## config.mk

```make
export PLATFORM = sky130hd
export DESIGN_NAME = flag_stack_reg
export DESIGN_NICKNAME = d
export VERILOG_FILES = /design/src/rtl/flag_stack_reg.sv
export SDC_FILE = /design/constraint.sdc
export NUM_CORES = 1
export LEC_CHECK = 0
export CORE_MARGIN = 1
export CORE_UTILIZATION = 57
export CTS_BUF_LIST = sky130_fd_sc_hd__clkbuf_8
export DETAILED_ROUTE_END_ITERATION = 6
export PLACE_DENSITY = 0.87
export SYNTH_ARGS = -nofsm -noshare
export SYNTH_HDL_FRONTEND = slang
export SYNTH_SLANG_ARGS = --single-unit
```

## constraint.sdc

```tcl
create_clock -name clk -period 3 [get_ports clk]
set_input_delay 0.9 -clock clk [delete_from_list [all_inputs] [get_ports clk]]
set_output_delay 0.9 -clock clk [all_outputs]
set_load 0.005 [all_outputs]
```

## src/rtl/flag_stack_reg.sv

```systemverilog
// Condition-flag register with per-flag write masking, optional write-through
// and a LIFO save/restore stack for nested interrupt entry and return.
module flag_stack_reg #(
    parameter int WIDTH  = 3,
    parameter int DEPTH  = 4,
    parameter int BYPASS = 1,
    parameter int PW     = $clog2(DEPTH + 1)
) (
    input  logic             clk,
    input  logic             reset,
    input  logic             write_enable,
    input  logic [WIDTH-1:0] write_mask,
    input  logic [WIDTH-1:0] write_data,
    input  logic             save,
    input  logic             restore,
    input  logic             err_clear,
    output logic [WIDTH-1:0] read_data,
    output logic [PW-1:0]    depth_count,
    output logic             stack_full,
    output logic             stack_empty,
    output logic             overflow_err,
    output logic             underflow_err
);

    logic [WIDTH-1:0] flags;
    logic [WIDTH-1:0] merged;
    logic [WIDTH-1:0] stack_mem [DEPTH];
    logic [WIDTH-1:0] stack_top;
    logic             save_only;
    logic             restore_only;
    logic             do_push;
    logic             do_pop;

    assign merged        = (flags & ~write_mask) | (write_data & write_mask);
    assign stack_full    = (depth_count == PW'(DEPTH));
    assign stack_empty   = (depth_count == '0);
    assign save_only     = save & ~restore;
    assign restore_only  = restore & ~save;
    assign do_push       = save_only & ~stack_full;
    assign do_pop        = restore_only & ~stack_empty;

    // Entry just below depth_count; explicit compare keeps the index width exact.
    always_comb begin
        stack_top = '0;
        for (int i = 0; i < DEPTH; i++) begin
            if (depth_count == PW'(i + 1))
                stack_top = stack_mem[i];
        end
    end

    always_comb begin
        read_data = flags;
        if (BYPASS != 0 && write_enable && !restore_only)
            read_data = merged;
    end

    always_ff @(posedge clk or posedge reset) begin
        if (reset) begin
            flags       <= '0;
            depth_count <= '0;
            for (int i = 0; i < DEPTH; i++)
                stack_mem[i] <= '0;
        end else begin
            if (do_push) begin
                for (int i = 0; i < DEPTH; i++) begin
                    if (depth_count == PW'(i))
                        stack_mem[i] <= flags;
                end
                depth_count <= depth_count + PW'(1);
            end else if (do_pop) begin
                depth_count <= depth_count - PW'(1);
            end

            // Any restore-only cycle blocks the write, even a failed pop on empty.
            if (do_pop)
                flags <= stack_top;
            else if (write_enable && !restore_only)
                flags <= merged;
        end
    end

    // A fresh error in the same cycle as err_clear leaves the bit set.
    always_ff @(posedge clk or posedge reset) begin
        if (reset) begin
            overflow_err  <= 1'b0;
            underflow_err <= 1'b0;
        end else begin
            if (save_only && stack_full)
                overflow_err <= 1'b1;
            else if (err_clear)
                overflow_err <= 1'b0;

            if (restore_only && stack_empty)
                underflow_err <= 1'b1;
            else if (err_clear)
                underflow_err <= 1'b0;
        end
    end

endmodule

```

==> flow_summary_export.csv <==
group,metric,value,unit
worst_setup_path,cp.required,2100,ps
worst_setup_path,crit_start,"write_mask[1]",
sta,clock-skew-final,5.94,ps
clock_network,cts_tree,"yes",
worst_setup_path,ff2ff_path_depth,6,
sta,slew_headroom,0.492,
synth,synth_fa_ha_area_frac,0.0657,
synth,syn_inst,101,
floorplan,start_util,0.634,
flow_run,cap_violations,0,
min_path,worstHoldStart,"stack_mem[2]",
synth,ys_seq_area_frac,0.438,
clock_network,htree_num_levels,1,
placed_design,hpwlAfterDp,1.92,mm
synth,synth.top_cell.area_share,0.438,
synth,syn_area_per_cell,11.3,um2
clock_network,path_clk_slew,80,ps
power,p_per_area,925,nW/um2
floorplan,die-area,2190,um2
synth,yosysWarnings,0,
sta,drv_slew,0,
layout,areaGrowthSynthToFinish,30.6,%
global_route,grt_pass1_wl,4.55,mm
outcome,status,"complete, no violations",
layout,nets,147,
clock_network,clk_latency,260,ps
worst_setup_path,path_max_fanout,2,
synth,yosys.area.top_type,"dfrtp_1",
synth,synthMuxAreaShare,0.158,
layout,layout_common_cells,"dfrtp_1 (20), clkdlybuf4s50_1 (15), mux2_2 (12), nand2_1 (11), inv_1 (7)",
synth,synth_top_family_by_area,"simple AND/OR/NAND/NOR gates",
floorplan,coreArea,1800,um2
clock_network,cts-root-buf,"clkbuf_8",
worst_setup_path,setup.worst_path.start_class,"input pin",
global_route,grt_start_max_net_pins,21,
sta,period_share,0.963,
global_route,track_usage,0.310,
floorplan,die_x,46.8,um
min_path,hold_path.class,"reg -> reg",
global_route,grt-ovfl-total,0,
drt,vias,953,
layout,drive_gt1_frac,0.289,
power,leakage,0.703,nW
worst_setup_path,worstSetupPathType,"in -> out",
synth,ys_types,31,
synth,yosys-top-cells-area,"dfrtp_1 (44%), mux2_2 (12%), ha_1 (6.6%)",
placed_design,port_buffers,21,
floorplan,rows,15,
power,p_total,0.00138,W
drt,drtIter0Drc,33,
floorplan,die_h,46.8,um
drt,wl_per_cell,19.1,um
worst_setup_path,reg2reg_from,"depth_count[2]",
synth,yosys.area_share.xor_xnor,0.00767,
clock_network,clockBufferDepth,2,
min_path,holdPathStages,1,
sta,fmax,346,MHz
drt,ant_nets,0,
worst_setup_path,critPathCaptureType,"primary output",
synth,synth_fp_nets,119,
placed_design,gp_congestion,0.843,
synth,ys_seq_elements,20,
global_route,grt_antenna_before_repair,0,
sta,rsz0062_at_grt,"no",
layout,finish.utilization,0.828,
global_route,grt_pass1_vias,924,
clock_network,numCtsBuffers,3,
drt,vias_per_cell,6.23,
synth,synth_area,1140,um2
sta,period_minus_slack,2890,ps
synth,synth-simple-area-share,0.161,
sta,tightest_slew,760,ps
sta,final-hold-violation-count,0,
layout,n_antenna_cell,0,
worst_setup_path,arrival,1990,ps
clock_network,cts_sinks,20,
floorplan,io_pins,22,
drt,drc,0,
drt,wirelength,2.92,mm
layout,mostFrequentLayoutCell,"dfrtp_1",
sta,finalSetupViolCount,0,
drt,firstDrtPassIters,4,
synth,synth_compound_area_frac,0.133,
power,vdd_ir_drop_max,746,uV
[routing by layer]
| layer | up-vias | share of wire | GRT usage |
|---|---|---|---|
| met1 | 472 | 0.42 | 0.400 |
| li1 | 424 | - | - |
| met3 | 10 | 0.066 | 0.0615 |
| met4 | 0 | 0.024 | 0.143 |
| met5 | - | 0 | 0 |
| met2 | 47 | 0.49 | 0.503 |
[repair_timing]
item	in CTS	in global routing
setup buffers	1	0
gates cloned	0	0
setup endpoints to repair	3	3
resized for setup	12	2
hold buffers	0	0
pin swaps	0	0
[state kept, by name, indices dropped and copies added (netlist names)]
signal,flops
depth_count,3
flags,3
overflow_err,1
underflow_err,1
stack_mem,12
[Yosys cell counts, drive strengths merged]
library cell / instances
nor2b: 2
nor3b: 1
a211oi: 1
nor2: 4
a221oi: 6
and2b: 1
xnor2: 1
and3: 2
clkbuf: 1
nand2: 12
a22oi: 1
dfrtp: 20
o31ai: 1
or2b: 1
nand3: 4
a21o: 3
ha: 6
buf: 1
o22ai: 3
inv: 8
o2111ai: 1
nand2b: 1
mux2: 15
o21ai: 3
nor4b: 1
a221o: 1
[cell families (layout without fill, tap and decap cells)]
kind of cell	after synthesis	after routing
and+or+nand+nor	29	29
muxes	15	15
xor gates and xnor gates	1	1
adders and majority gates	6	6
AOI/OAI and AO/OA	20	20
buffers and inverters	10	37
DFF	20	20
[per-stage QoR]
| step | TNS (ps) | hold WS [ps] | instances | instance area (um2) | setup WS, ps |
|---|---|---|---|---|---|
| after CTS | 0 | 516 | 153 | 1490 | 32.4 |
| final | 0 | 514 | 153 | 1490 | 112 |
| after floorplan | 0 | 479 | 101 | 1140 | 655 |
| after detailed placement | -863 | 498 | 148 | 1390 | -290 |
| after global placement | -836 | 489 | 148 | 1390 | -284 |
| after global routing | 0 | 521 | 153 | 1490 | 35.8 |
[worst paths after layout]
check	end	slack, ps
min reg2reg	stack_mem[2]	510
min in group asynchronous	stack_mem[8]	1070
max reg2reg	flags[2]	660
max in group asynchronous	depth_count[1]	1450
min	stack_mem[2]	510
max	read_data[1]	110
[critical path: stages]
cell	delay [ps]
clkdlybuf4s50_1	480
nand3_2	80
mux2_4	320
clkdlybuf4s15_2	210
[area by class of cell]
class | count | area (um2)
inverters | 8 | 30.0
clock inverters | 1 | 30.0
clock buffers | 3 | 41.3
fillers | 101 | 310
repair buffers | 25 | 241
well taps | 25 | 31.3
multi-input cells | 71 | 617
flip-flops and latches | 20 | 500
[where the power goes]
part           leakage [nW]  internal (W)  switching [W]  total (W)
Clock                0.0357      0.000178      0.0000968   0.000275
Sequential            0.259      0.000388       0.000125   0.000513
Combinational         0.408      0.000324       0.000268   0.000593
Total                 0.703      0.000890       0.000490    0.00138
Note: power is estimated with default switching activity, not from simulation.
